### config.mk
export PLATFORM = sky130hd
export DESIGN_NAME = any1_mem_seq
export DESIGN_NICKNAME = d
export VERILOG_FILES = /design/src/rtl/any1_pkg.sv /design/src/rtl/any1_mem_lanes.sv /design/src/rtl/any1_mem_seq.sv
export SDC_FILE = /design/constraint.sdc
export NUM_CORES = 1
export LEC_CHECK = 0
export BUFFER_PORTS_ARGS = -buffer_cell sky130_fd_sc_hd__buf_4
export CAP_MARGIN = 25
export CORE_ASPECT_RATIO = 0.8
export CORE_UTILIZATION = 35
export DETAILED_ROUTE_END_ITERATION = 10
export GPL_ROUTABILITY_DRIVEN = 0
export PLACE_DENSITY = 0.52
export SLEW_MARGIN = 20
export SYNTH_ARGS = -nofsm -noshare
export SYNTH_HDL_FRONTEND = slang
export SYNTH_SLANG_ARGS = --single-unit
### constraint.sdc
create_clock -name clk_i -period 2.6 [get_ports clk_i]
set_input_delay 0.52 -clock clk_i [delete_from_list [all_inputs] [get_ports clk_i]]
set_output_delay 0.52 -clock clk_i [all_outputs]
set_load 0.03 [all_outputs]
### src/rtl/any1_pkg.sv
// Shared definitions for the ANY-1 memory-stage blocks.
package any1_pkg;

  localparam logic [3:0] SZ_BYTE     = 4'd0;
  localparam logic [3:0] SZ_WYDE     = 4'd1;
  localparam logic [3:0] SZ_TETRA    = 4'd2;
  localparam logic [3:0] SZ_OCTA     = 4'd3;
  localparam logic [3:0] SZ_OCTA_ALT = 4'd7;

  localparam int unsigned TMO_DEF = 255;

  typedef enum logic [1:0] {
    ST_IDLE,
    ST_BEAT1,
    ST_BEAT2,
    ST_FIN
  } mem_state_t;

  // Expand an 8-bit byte-lane vector into a 64-bit bit mask.
  function automatic logic [63:0] byte_mask(input logic [7:0] lanes);
    logic [63:0] m;
    m = '0;
    for (int unsigned i = 0; i < 8; i++) begin
      m[i*8 +: 8] = {8{lanes[i]}};
    end
    return m;
  endfunction

endpackage

### src/rtl/any1_mem_lanes.sv
// Lane mask, shifted store data and size legality for one LDx/STx access.
module any1_mem_lanes
  import any1_pkg::*;
(
  input  logic [3:0]   sz,
  input  logic [2:0]   ofs,
  input  logic [63:0]  dat,
  output logic [15:0]  mask,
  output logic [127:0] sdat,
  output logic         legal
);

  logic [7:0] base;

  // Decode the size code into a base lane mask, then place it at the byte offset.
  always_comb begin
    base  = '0;
    legal = 1'b1;
    case (sz)
      SZ_BYTE:              base = 8'h01;
      SZ_WYDE:              base = 8'h03;
      SZ_TETRA:             base = 8'h0F;
      SZ_OCTA, SZ_OCTA_ALT: base = 8'hFF;
      default:              legal = 1'b0;
    endcase
    mask = {8'h00, base} << ofs;
    sdat = {64'h0, dat} << {ofs, 3'b000};
  end

endmodule

### src/rtl/any1_mem_seq.sv
// Load/store bus sequencer: splits lane-crossing accesses into two aligned beats.
module any1_mem_seq
  import any1_pkg::*;
#(
  parameter int unsigned TMO = TMO_DEF
) (
  input  logic        clk_i,
  input  logic        rst_i,
  input  logic        req_i,
  input  logic        we_i,
  input  logic [3:0]  sz_i,
  input  logic [31:0] adr_i,
  input  logic [63:0] dat_i,
  output logic        rdy_o,
  output logic        done_o,
  output logic        err_o,
  output logic [63:0] res_o,
  output logic        cyc_o,
  output logic        stb_o,
  output logic        we_o,
  output logic [7:0]  sel_o,
  output logic [31:0] adr_o,
  output logic [63:0] dat_o,
  input  logic        ack_i,
  input  logic [63:0] bdat_i
);

  mem_state_t   state_q, state_n;
  logic [7:0]   cnt_q, cnt_n;
  logic [15:0]  mask_q, mask_n;
  logic [2:0]   ofs_q, ofs_n;
  logic [63:0]  hi_q, hi_n;
  logic [127:0] buf_q, buf_n;

  logic         rdy_n, done_n, err_n, cyc_n, stb_n, we_n;
  logic [7:0]   sel_n;
  logic [31:0]  adr_n;
  logic [63:0]  dat_n, res_n;

  logic [15:0]  lmask;
  logic [127:0] lsdat;
  logic         legal;

  logic         ack_ok, fin, abort;
  logic [7:0]   ld_lanes;

  any1_mem_lanes u_lanes (
    .sz    (sz_i),
    .ofs   (adr_i[2:0]),
    .dat   (dat_i),
    .mask  (lmask),
    .sdat  (lsdat),
    .legal (legal)
  );

  // Next-state and next-output logic; every bus output is registered below.
  always_comb begin
    state_n  = state_q;
    cnt_n    = cnt_q;
    mask_n   = mask_q;
    ofs_n    = ofs_q;
    hi_n     = hi_q;
    buf_n    = buf_q;
    rdy_n    = rdy_o;
    done_n   = 1'b0;
    err_n    = 1'b0;
    cyc_n    = cyc_o;
    stb_n    = stb_o;
    we_n     = we_o;
    sel_n    = sel_o;
    adr_n    = adr_o;
    dat_n    = dat_o;
    res_n    = res_o;
    fin      = 1'b0;
    abort    = 1'b0;
    ack_ok   = ack_i & stb_o;
    // Stored lane mask shifted back to lane 0 gives the access-size byte mask.
    ld_lanes = 8'(mask_q >> ofs_q);

    case (state_q)
      // FIN already has rdy_o high, so it accepts a new request like IDLE.
      ST_IDLE, ST_FIN: begin
        state_n = ST_IDLE;
        rdy_n   = 1'b1;
        if (req_i && rdy_o) begin
          if (legal) begin
            state_n = ST_BEAT1;
            rdy_n   = 1'b0;
            cyc_n   = 1'b1;
            stb_n   = 1'b1;
            we_n    = we_i;
            sel_n   = lmask[7:0];
            adr_n   = {adr_i[31:3], 3'b000};
            dat_n   = lsdat[63:0];
            hi_n    = lsdat[127:64];
            mask_n  = lmask;
            ofs_n   = adr_i[2:0];
            cnt_n   = '0;
          end else begin
            err_n = 1'b1;
          end
        end
      end
      ST_BEAT1: begin
        if (ack_ok) begin
          buf_n[63:0] = bdat_i;
          if (mask_q[15:8] != '0) begin
            state_n = ST_BEAT2;
            cnt_n   = '0;
            sel_n   = mask_q[15:8];
            adr_n   = adr_o + 32'd8;
            dat_n   = hi_q;
          end else begin
            fin = 1'b1;
          end
        end else if (cnt_q == 8'(TMO - 1)) begin
          abort = 1'b1;
        end else begin
          cnt_n = cnt_q + 8'd1;
        end
      end
      ST_BEAT2: begin
        if (ack_ok) begin
          buf_n[127:64] = bdat_i;
          fin           = 1'b1;
        end else if (cnt_q == 8'(TMO - 1)) begin
          abort = 1'b1;
        end else begin
          cnt_n = cnt_q + 8'd1;
        end
      end
      default: state_n = ST_IDLE;
    endcase

    if (fin || abort) begin
      state_n = fin ? ST_FIN : ST_IDLE;
      rdy_n   = 1'b1;
      cyc_n   = 1'b0;
      stb_n   = 1'b0;
      we_n    = 1'b0;
      sel_n   = '0;
      done_n  = fin;
      err_n   = abort;
    end

    // Load result uses the buffer including the data arriving with the last ack.
    if (fin && !we_o) begin
      res_n = 64'(buf_n >> {ofs_q, 3'b000}) & byte_mask(ld_lanes);
    end
  end

  // State, captured operation context and registered outputs.
  always_ff @(posedge clk_i) begin
    if (rst_i) begin
      state_q <= ST_IDLE;
      cnt_q   <= '0;
      mask_q  <= '0;
      ofs_q   <= '0;
      hi_q    <= '0;
      buf_q   <= '0;
      rdy_o   <= 1'b1;
      done_o  <= 1'b0;
      err_o   <= 1'b0;
      res_o   <= '0;
      cyc_o   <= 1'b0;
      stb_o   <= 1'b0;
      we_o    <= 1'b0;
      sel_o   <= '0;
      adr_o   <= '0;
      dat_o   <= '0;
    end else begin
      state_q <= state_n;
      cnt_q   <= cnt_n;
      mask_q  <= mask_n;
      ofs_q   <= ofs_n;
      hi_q    <= hi_n;
      buf_q   <= buf_n;
      rdy_o   <= rdy_n;
      done_o  <= done_n;
      err_o   <= err_n;
      res_o   <= res_n;
      cyc_o   <= cyc_n;
      stb_o   <= stb_n;
      we_o    <= we_n;
      sel_o   <= sel_n;
      adr_o   <= adr_n;
      dat_o   <= dat_n;
    end
  end

endmodule

==> flow_summary_export.csv, run 1 <==
group,metric,value,unit
outcome,outcome,"finished clean",
power,p_leak,10.8,nW
sta,finClkSkew,24.7,ps
sta,period_share,0.979,
sta,worst_slack,54.6,ps
power,finalPower,23.5,mW
grt,grt.busiest_layer,"met1",
yosys,async_flop_share,0,
yosys,syn_inst,2268,
place,dp.cells,3364,
grt,grt_start_max_net_pins,184,
critical_path,crit_chain,"inv_1 > ha_1 > nand3_4 > buf_4 > mux4_2 > a22o_1 > a221o_2 > a22o_1",
sta,relSlewSlack,0.383,
sta,clock.fmax,393,MHz
critical_path,critical_path_class,"reg2reg",
clock_network,cts_buffer_depth,3,
sta,min_period,2550,ps
clock_network,htreeDepth,2,
finish,syn_to_final_growth,28.5,%
sta,grt_setup_unrepaired,"true",
critical_path,slowest_stage,"a221o_2",
routing,wl_per_cell,25.7,µm
clock_network,cts.clk_slew.worst_paths,60,ps
routing,num_vias,20521,
clock_network,cts_tree,"yes",
yosys,yosysSeqAreaShare,0.358,
routing,drc,0,
clock_network,numClockSinks,374,
yosys,yosys.cell_types.count,88,
routing,vias_per_cell,5.95,
floorplanning,start_util,0.357,
grt,met1_usage,0.415,
place,port_buffers,339,
power,ir_drop,0.000581,V
place,pre_cts_slack,-36.8,ps
finish,fin_nets,2817,
sta,tns,0,ps
worst_hold_path,worstHoldPathType,"in2reg",
clock_network,clockRootBuffer,"clkbuf_16",
sta,tightest_slew,926,ps
run,max_cap_violations,0,
floorplanning,die_area,60800,µm²
yosys,synth_edf_count,0,
grt,antenna_found_initial,4,
sta,hold_viol_final,0,
clock_network,worstSkewPairLatency,590,ps
critical_path,slowest_delay,400,ps
critical_path,timing.rr.start,"state_q[0]",
floorplanning,coreArea,58600,µm²
floorplanning,placementRows,79,
yosys,syn_area,20900,µm²
place,place_area,25400,µm²
floorplanning,fp.dieH,221,µm
clock_network,ctsHoldBuffers,0,
power,power.density,872,nW/µm²
critical_path,end_kind,"register",
routing,wl,88.5,mm
sta,setup_viol,0,
floorplanning,die_w,275,µm
routing,ant_nets,0,
critical_path,cp_common_cell,"a22o_1",
grt,grt_usage,0.283,
finish,stdcell_count,3447,
sta,hold_ws,220,ps
grt,grt_overflow,0,
yosys,avgSynthCellArea,9.23,µm²
grt,grt_first_pass_wirelength,128,mm
worst_hold_path,worstHoldStart,"we_i",
finish,final_cell_area,26900,µm²
finish,final_common_cell,"buf_4",
place,dp_hpwl,65.5,mm
finish,utilization,0.459,
clock_network,numCtsBuffers,43,
routing,dr.first_iter.drc_count,2108,
yosys,ys.flop_type,"dfxtp_1",
critical_path,cp_max_fo,9,
grt,grtUsageMet3,0.0913,
critical_path,cp-start-kind,"register",
grt,grt_pass1_vias,19266,
finish,final.fill_count,5672,
yosys,yosysWarnings,0,
sta,final-max-slew-violation-count,0,
grt,grtUsageMet2,0.387,
finish,final_cell_mix,"buf_4 (512), dfxtp_1 (372), nand2_1 (262)",
floorplanning,ioPinCount,343,
critical_path,worstPathRequired,3060,ps
critical_path,worst-endpoint-arrival,3000,ps
finish,layout-drive-gt1-share,0.299,
routing,dr.pass1.iters,5,
yosys,ys_seq_elements,374,
critical_path,crit_start,"state_q[0]",
cell usage after synthesis, types with 6 or more instances:
library cell  instances  area [µm²]
or3_1                10        62.6
a22oi_1              18         135
nand4_1              11        68.8
o21ai_0              62         310
nor2b_1               6        37.5
mux4_2              122        2750
dfxtp_1             374        7490
a21o_1                7        52.6
a21oi_1             165         826
inv_1                14        52.6
o22ai_1               9        56.3
o211ai_1             21         158
buf_1                24        90.1
nor3_1               91         455
a221oi_1             36         315
and3_1               11        68.8
a2bb2oi_1            17         149
a32o_1               15         150
a32oi_1               6        52.6
clkbuf_1            120         450
buf_2                49         245
o31ai_1               9        67.6
mux2_2               30         338
buf_4                15         113
nor4_1                7        43.8
and2_1               22         138
a31oi_1               6        37.5
a22o_1               47         412
a211oi_1             45         338
o221ai_1             17         149
nand3_1              58         290
a221o_1              13         130
nand2_1             263         987
nor2_1              239         897
o311a_1               8        80.1
mux2i_1             191        1910
or4_1                 6        45.0
cell type report:
cell class              count  area [µm²]  area share
diodes                      2        5.00    0.000186
clock buffers              68        1290      0.0481
clock inverters            10         159     0.00591
inverters                  19        73.8     0.00274
multi-input cells        1661       12500       0.463
flip-flops and latches    374        7490       0.278
well taps                 769         962      0.0358
repair buffers            544        4460       0.166
metal layers:
metal / wire length (µm) / vias to the layer above
met3: 9430 / 132
met4: 2260 / 4
met5: 26 / -
li1: - / 9285
met2: 36300 / 928
met1: 40400 / 10172
timing repair:
action	CTS	global route
gates resized for setup	0	10
setup endpoints to repair	0	41
setup buffers	0	1
cell families (layout without fill, tap and decap cells):
family	Yosys count	in the layout	synth area share
muxes	345	345	0.240
and+or+nand+nor	751	751	0.159
AOI/OAI and AO/OA	557	557	0.189
adders and majority gates	5	5	0.00299
buffers and inverters	235	641	0.0509
other	1	5	0.000179
DFF	374	374	0.358
report_power, final:
part	switching [mW]	internal, mW
Sequential	0.681	6.48
Clock	2.58	3.80
Combinational	6.12	3.80
path summary, 6_finish.rpt:
path | end | slack [ps] | cells past startpoint
max | res_o[29] | 50 | 8
min | we_o | 220 | 3
max reg2reg | res_o[29] | 50 | 8
min reg2reg | hi_q[34] | 450 | 2
critical path, delay by kind of cell, from the launching register on:
family	cells	cell delay [ps]
adder cells (fa/ha/maj)	1	240
AND/OR/NAND/NOR	1	210
AO/OA/AOI/OAI	3	880
multiplexers	1	370
flip-flops	1	380
buffers and inverters	2	320
state kept, by name, indices dropped and copies added (netlist names), 2 cells and up:
register,flops
mask_q,15
buf_q,120
cnt_q,8
dat_o,64
hi_q,56
ofs_q,3
res_o,64
state_q,2
adr_o,29
sel_o,8
Power figures use the tool's default switching activity.
==> inputs of run 2 (changes only) <==
Settings changed: CTS_BUF_LIST set to sky130_fd_sc_hd__clkbuf_8.
==> flow_summary_export.csv, run 2 (same netlist as run 1, synthesis figures left out) <==
group,metric,value,unit
routing,drc,0,
power,seq_power_share,0.315,
finish,layout-drive-gt1-share,0.309,
routing,wl_per_cell,25.5,µm
grt,grt_usage,0.284,
clock_network,worstSkewPairLatency,650,ps
routing,vias_per_cell,5.97,
sta,clock.fmax,391,MHz
finish,stdcell_count,3480,
floorplanning,ioPinCount,343,
outcome,outcome,"finished clean",
power,ir_drop,0.000574,V
critical_path,worst-endpoint-arrival,3080,ps
finish,largest_reg_flops,120,
finish,fin_nets,2842,
power,p_leak,10.9,nW
routing,ant_nets,0,
sta,finClkSkew,27.1,ps
critical_path,worstPathRequired,3130,ps
sta,hold_viol_final,0,
critical_path,end_kind,"register",
finish,final_common_cell,"buf_4",
grt,grt_overflow,0,
sta,relSlewSlack,0.381,
power,p_int,13.4,mW
sta,grt_setup_unrepaired,"true",
power,p_sw,9.39,mW
power,clock_power_share,0.250,
floorplanning,coreArea,58600,µm²
clock_network,clockRootBuffer,"clkbuf_8",
critical_path,r2r_slack,40,ps
finish,reg_top3,"buf_q: 120 flops, dat_o: 64 flops, res_o: 64 flops",
sta,tightest_slew,924,ps
floorplanning,start_util,0.357,
floorplanning,die_w,275,µm
critical_path,cp_max_fo,9,
clock_network,cts_tree,"yes",
sta,final-max-slew-violation-count,0,
clock_network,htreeDepth,3,
clock_network,numCtsBuffers,69,
grt,grt_pass1_vias,19429,
grt,antenna_found_initial,5,
place,dp_hpwl,65.5,mm
floorplanning,placementRows,79,
routing,dr.first_iter.drc_count,2325,
run,max_cap_violations,0,
place,dp.cells,3364,
sta,hold_ws,154,ps
floorplanning,fp.dieH,221,µm
sta,setup_viol,0,
power,power.density,850,nW/µm²
clock_network,numClockSinks,374,
finish,regMostFlops,"buf_q",
critical_path,critical_path_class,"reg2reg",
place,port_buffers,339,
routing,dr.pass1.iters,6,
routing,wl,88.6,mm
clock_network,cts_setup_buffers,0,
finish,syn_to_final_growth,28.0,%
critical_path,cp-start-kind,"register",
clock_network,cts_buffer_depth,3,
finish,final_cell_mix,"buf_4 (512), dfxtp_1 (372), nand2_1 (262)",
floorplanning,die_area,60800,µm²
power,swShare,0.412,
grt,grt_start_max_net_pins,184,
routing,num_vias,20773,
power,comb_power_share,0.435,
grt,grt_first_pass_wirelength,129,mm
clock_network,cts.clk_slew.worst_paths,60,ps
sta,min_period,2560,ps
sta,period_share,0.983,
worst_hold_path,worstHoldPathType,"in2reg",
==> run 2: metal layers <==
| metal | track usage | share of wire | up-vias |
|---|---|---|---|
| met5 | 0 | 0.00058 | - |
| met4 | 0.0641 | 0.020 | 8 |
| met3 | 0.0937 | 0.11 | 130 |
| met2 | 0.393 | 0.41 | 1007 |
| met1 | 0.420 | 0.46 | 10298 |
| li1 | - | - | 9330 |
==> run 2: power by group through the flow <==
stage	Clock [mW]	Combinational [mW]	Sequential [mW]
2_1_floorplan	0	4.69	8.14
3_3_place_gp	0	9.70	7.26
3_5_place_dp	0	9.77	7.27
4_1_cts	5.81	9.82	7.16
5_1_grt	6.06	10.6	7.25
6_report	5.70	9.89	7.17
==> run 2: cell type report <==
cell class              count  area, µm²
multi-input cells        1661      12500
inverters                  19       73.8
clock buffers              91       1250
fillers                  5700      31800
diodes                      1       2.50
clock inverters            22       93.8
flip-flops and latches    374       7490
repair buffers            543       4450
well taps                 769        962
==> run 2: worst paths after layout <==
path	start	to	cells past startpoint
min	bdat_i[10]	buf_q[10]	3
max	state_q[0]	res_o[29]	8
min reg2reg	hi_q[34]	hi_q[34]	2
max reg2reg	state_q[0]	res_o[29]	8
==> run 2: repair_timing <==
action / in CTS / in global routing
cloned: 0 / 1
hold buffers: 0 / 0
hold endpoints to repair: 0 / 0
resized for setup: 1 / 10
setup endpoints to repair: 1 / 23
==> run 2: critical path, cell delays in order, from the launching register on <==
cell and delay (ps):
dfxtp_1 380, inv_1 80, ha_1 240, nand3_4 240, buf_4 250, mux4_2 370, a22o_1 250, a221o_2 390
a22o_1 230
==> run 2: through the flow <==
step	utilization	total power, mW	instance area, µm²	TNS, ps	worst slack, ps
3_5_place_dp	0.433	17.0	25400	-64.1	-36.8
3_3_place_gp	0.433	17.0	25400	-29.9	-19.7
6_report	0.457	22.8	26800	0	43.2
5_1_grt	0.457	23.9	26800	-28.4	-27.4
4_1_cts	0.456	22.8	26700	0	25.0
2_1_floorplan	-	12.8	20900	0	137
==> inputs of run 3 (changes only) <==
Settings changed: CELL_PAD_IN_SITES_DETAIL_PLACEMENT set to 1, CELL_PAD_IN_SITES_GLOBAL_PLACEMENT set to 1, PLACE_DENSITY 0.52 to 0.65.
==> flow_summary_export.csv, run 3 (same netlist as run 1, synthesis figures left out) <==
group,metric,value,unit
outcome,outcome,"finished clean",
worst_hold_path,worstHoldStart,"we_i",
clock_network,worstSkewPairLatency,680,ps
critical_path,reg2reg_to,"res_o[21]",
critical_path,crit_buf_inv,2,
finish,fin_nets,2828,
grt,grt_pass1_vias,20896,
finish,utilization,0.457,
clock_network,clockRootBuffer,"clkbuf_8",
finish,final_common_cell,"buf_4",
power,power.density,855,nW/µm²
place,port_buffers,339,
finish,layout-drive-gt1-share,0.309,
power,ir_drop,0.000816,V
sta,clock.fmax,391,MHz
routing,dr.pass1.iters,5,
finish,syn_to_final_growth,27.9,%
power,comb_power_share,0.433,
routing,drc,0,
floorplanning,start_util,0.357,
power,swShare,0.424,
finish,final_cell_mix,"buf_4 (498), dfxtp_1 (372), nand2_1 (262)",
power,finalPower,22.9,mW
grt,grt.busiest_layer,"met1",
clock_network,cts.clk_slew.worst_paths,60,ps
finish,largest_reg_flops,120,
grt,antenna_found_initial,14,
routing,dr.first_iter.drc_count,2223,
floorplanning,placementRows,79,
critical_path,worstPathRequired,3170,ps
grt,grt_usage,0.309,
clock_network,cts_tree,"yes",
sta,hold_viol_final,0,
finish,reg_top3,"buf_q: 120 flops, dat_o: 64 flops, res_o: 64 flops",
place,pre_cts_slack,-19.9,ps
worst_hold_path,worstHoldPathType,"in2reg",
worst_hold_path,whs_path_depth,3,
routing,wl,95.4,mm
critical_path,cp.depth,8,
floorplanning,die_area,60800,µm²
finish,regMostFlops,"buf_q",
critical_path,slowest_delay,520,ps
clock_network,numClockSinks,374,
grt,grt_start_max_net_pins,143,
grt,grt_overflow,0,
sta,tightest_slew,1050,ps
floorplanning,coreArea,58600,µm²
clock_network,htreeDepth,3,
sta,relSlewSlack,0.300,
sta,final-max-slew-violation-count,0,
critical_path,cp-start-kind,"register",
routing,num_vias,21370,
critical_path,end_kind,"register",
clock_network,cts_buffer_depth,3,
grt,met1_usage,0.455,
power,clock_power_share,0.255,
sta,setup_viol,0,
floorplanning,die_w,275,µm
critical_path,slowest_stage,"mux4_2",
place,dp_hpwl,71.1,mm
power,p_int,13.2,mW
critical_path,cp_max_fo,34,
routing,vias_per_cell,6.14,
power,p_sw,9.70,mW
sta,worst_slack,40.1,ps
routing,wl_per_cell,27.4,µm
grt,grt_first_pass_wirelength,140,mm
critical_path,crit_chain,"inv_1 > ha_1 > nand3_4 > buf_12 > mux2i_1 > mux2i_1 > mux4_2 > a22o_1",
sta,period_share,0.985,
critical_path,timing.rr.start,"state_q[0]",
worst_hold_path,hold_path_end,"we_o",
sta,finClkSkew,30.9,ps
power,p_leak,10.8,nW
critical_path,worst-endpoint-arrival,3130,ps
grt,grtUsageMet2,0.427,
critical_path,r2r_cells,8,
critical_path,r2r_slack,40,ps
critical_path,cp_common_cell,"mux2i_1",
floorplanning,fp.dieH,221,µm
sta,min_period,2560,ps
critical_path,critical-path-top-delay-family,"multiplexers",
floorplanning,ioPinCount,343,
routing,ant_nets,0,
grt,grtUsageMet3,0.0972,
critical_path,critical_path_class,"reg2reg",
power,seq_power_share,0.313,
run,max_cap_violations,0,
clock_network,numCtsBuffers,69,
## run 3: cell count changes in the layout (fill, tap and decap cells not counted), moves of 3 or more
cell / change
inv_1: +8
inv_6: +3
mux2i_1: -9
diode_2: +6
buf_4: -14
mux2i_2: +9
clkbuf_8: -7
## run 3: how the worst max path moves through the flow
stage / startpoint / end / slack [ps]
5_1_grt: state_q[1] / res_o[40] / -20
3_5_place_dp: ack_i / res_o[50] / -20
2_1_floorplan: stb_o / res_o[50] / 140
3_3_place_gp: adr_i[0] / dat_o[32] / 30
6_report: state_q[0] / res_o[21] / 40
4_1_cts: state_q[1] / res_o[16] / 20
## run 3: through the flow
stage | std cells | setup TNS (ps) | area (µm²) | hold slack [ps]
global route | 3480 | -19.4 | 26800 | 91.1
floorplan | 2270 | 0 | 20900 | 431
detailed placement | 3352 | -41.2 | 25300 | 448
global placement | 3352 | 0 | 25300 | 439
CTS | 3474 | 0 | 26700 | 61.2
finish | 3481 | 0 | 26800 | 98.3
## run 3: timing repair
item,in CTS,in global routing
gates resized for setup,0,22
setup endpoints to repair,0,21
buffers inserted,0,0
hold buffers,0,0
## run 3: area by class of cell
cell class                 instances  area, µm²
tap                              769        962
clock buffer                      84       1160
fill                            6706      31800
multi-input combinational       1661      12500
antenna                            7       17.5
inverter                          19       73.8
clock inverter                    38        215
sequential                       374       7490
timing repair buffer             529       4340
## run 3: layer usage
metal,share of wire,vias to the layer above
li1,-,9313
met1,0.46,10796
met2,0.41,1065
met3,0.11,182
met4,0.023,14
met5,0.00096,-
## run 3: worst reg2reg max path, cell delays in order, from the launching register on
cell and delay, ps:
dfxtp_1 370, inv_1 70, ha_1 250, nand3_4 180, buf_12 250, mux2i_1 400
mux2i_1 210, mux4_2 520, a22o_1 220
## run 3: power by group through the flow
stage	Sequential, mW	Clock [mW]	Combinational, mW
after global routing	7.23	6.17	10.6
after global placement	7.24	0	9.56
after CTS	7.15	5.92	9.80
after detailed placement	7.26	0	9.75
after floorplan	8.14	0	4.69
final	7.15	5.84	9.90
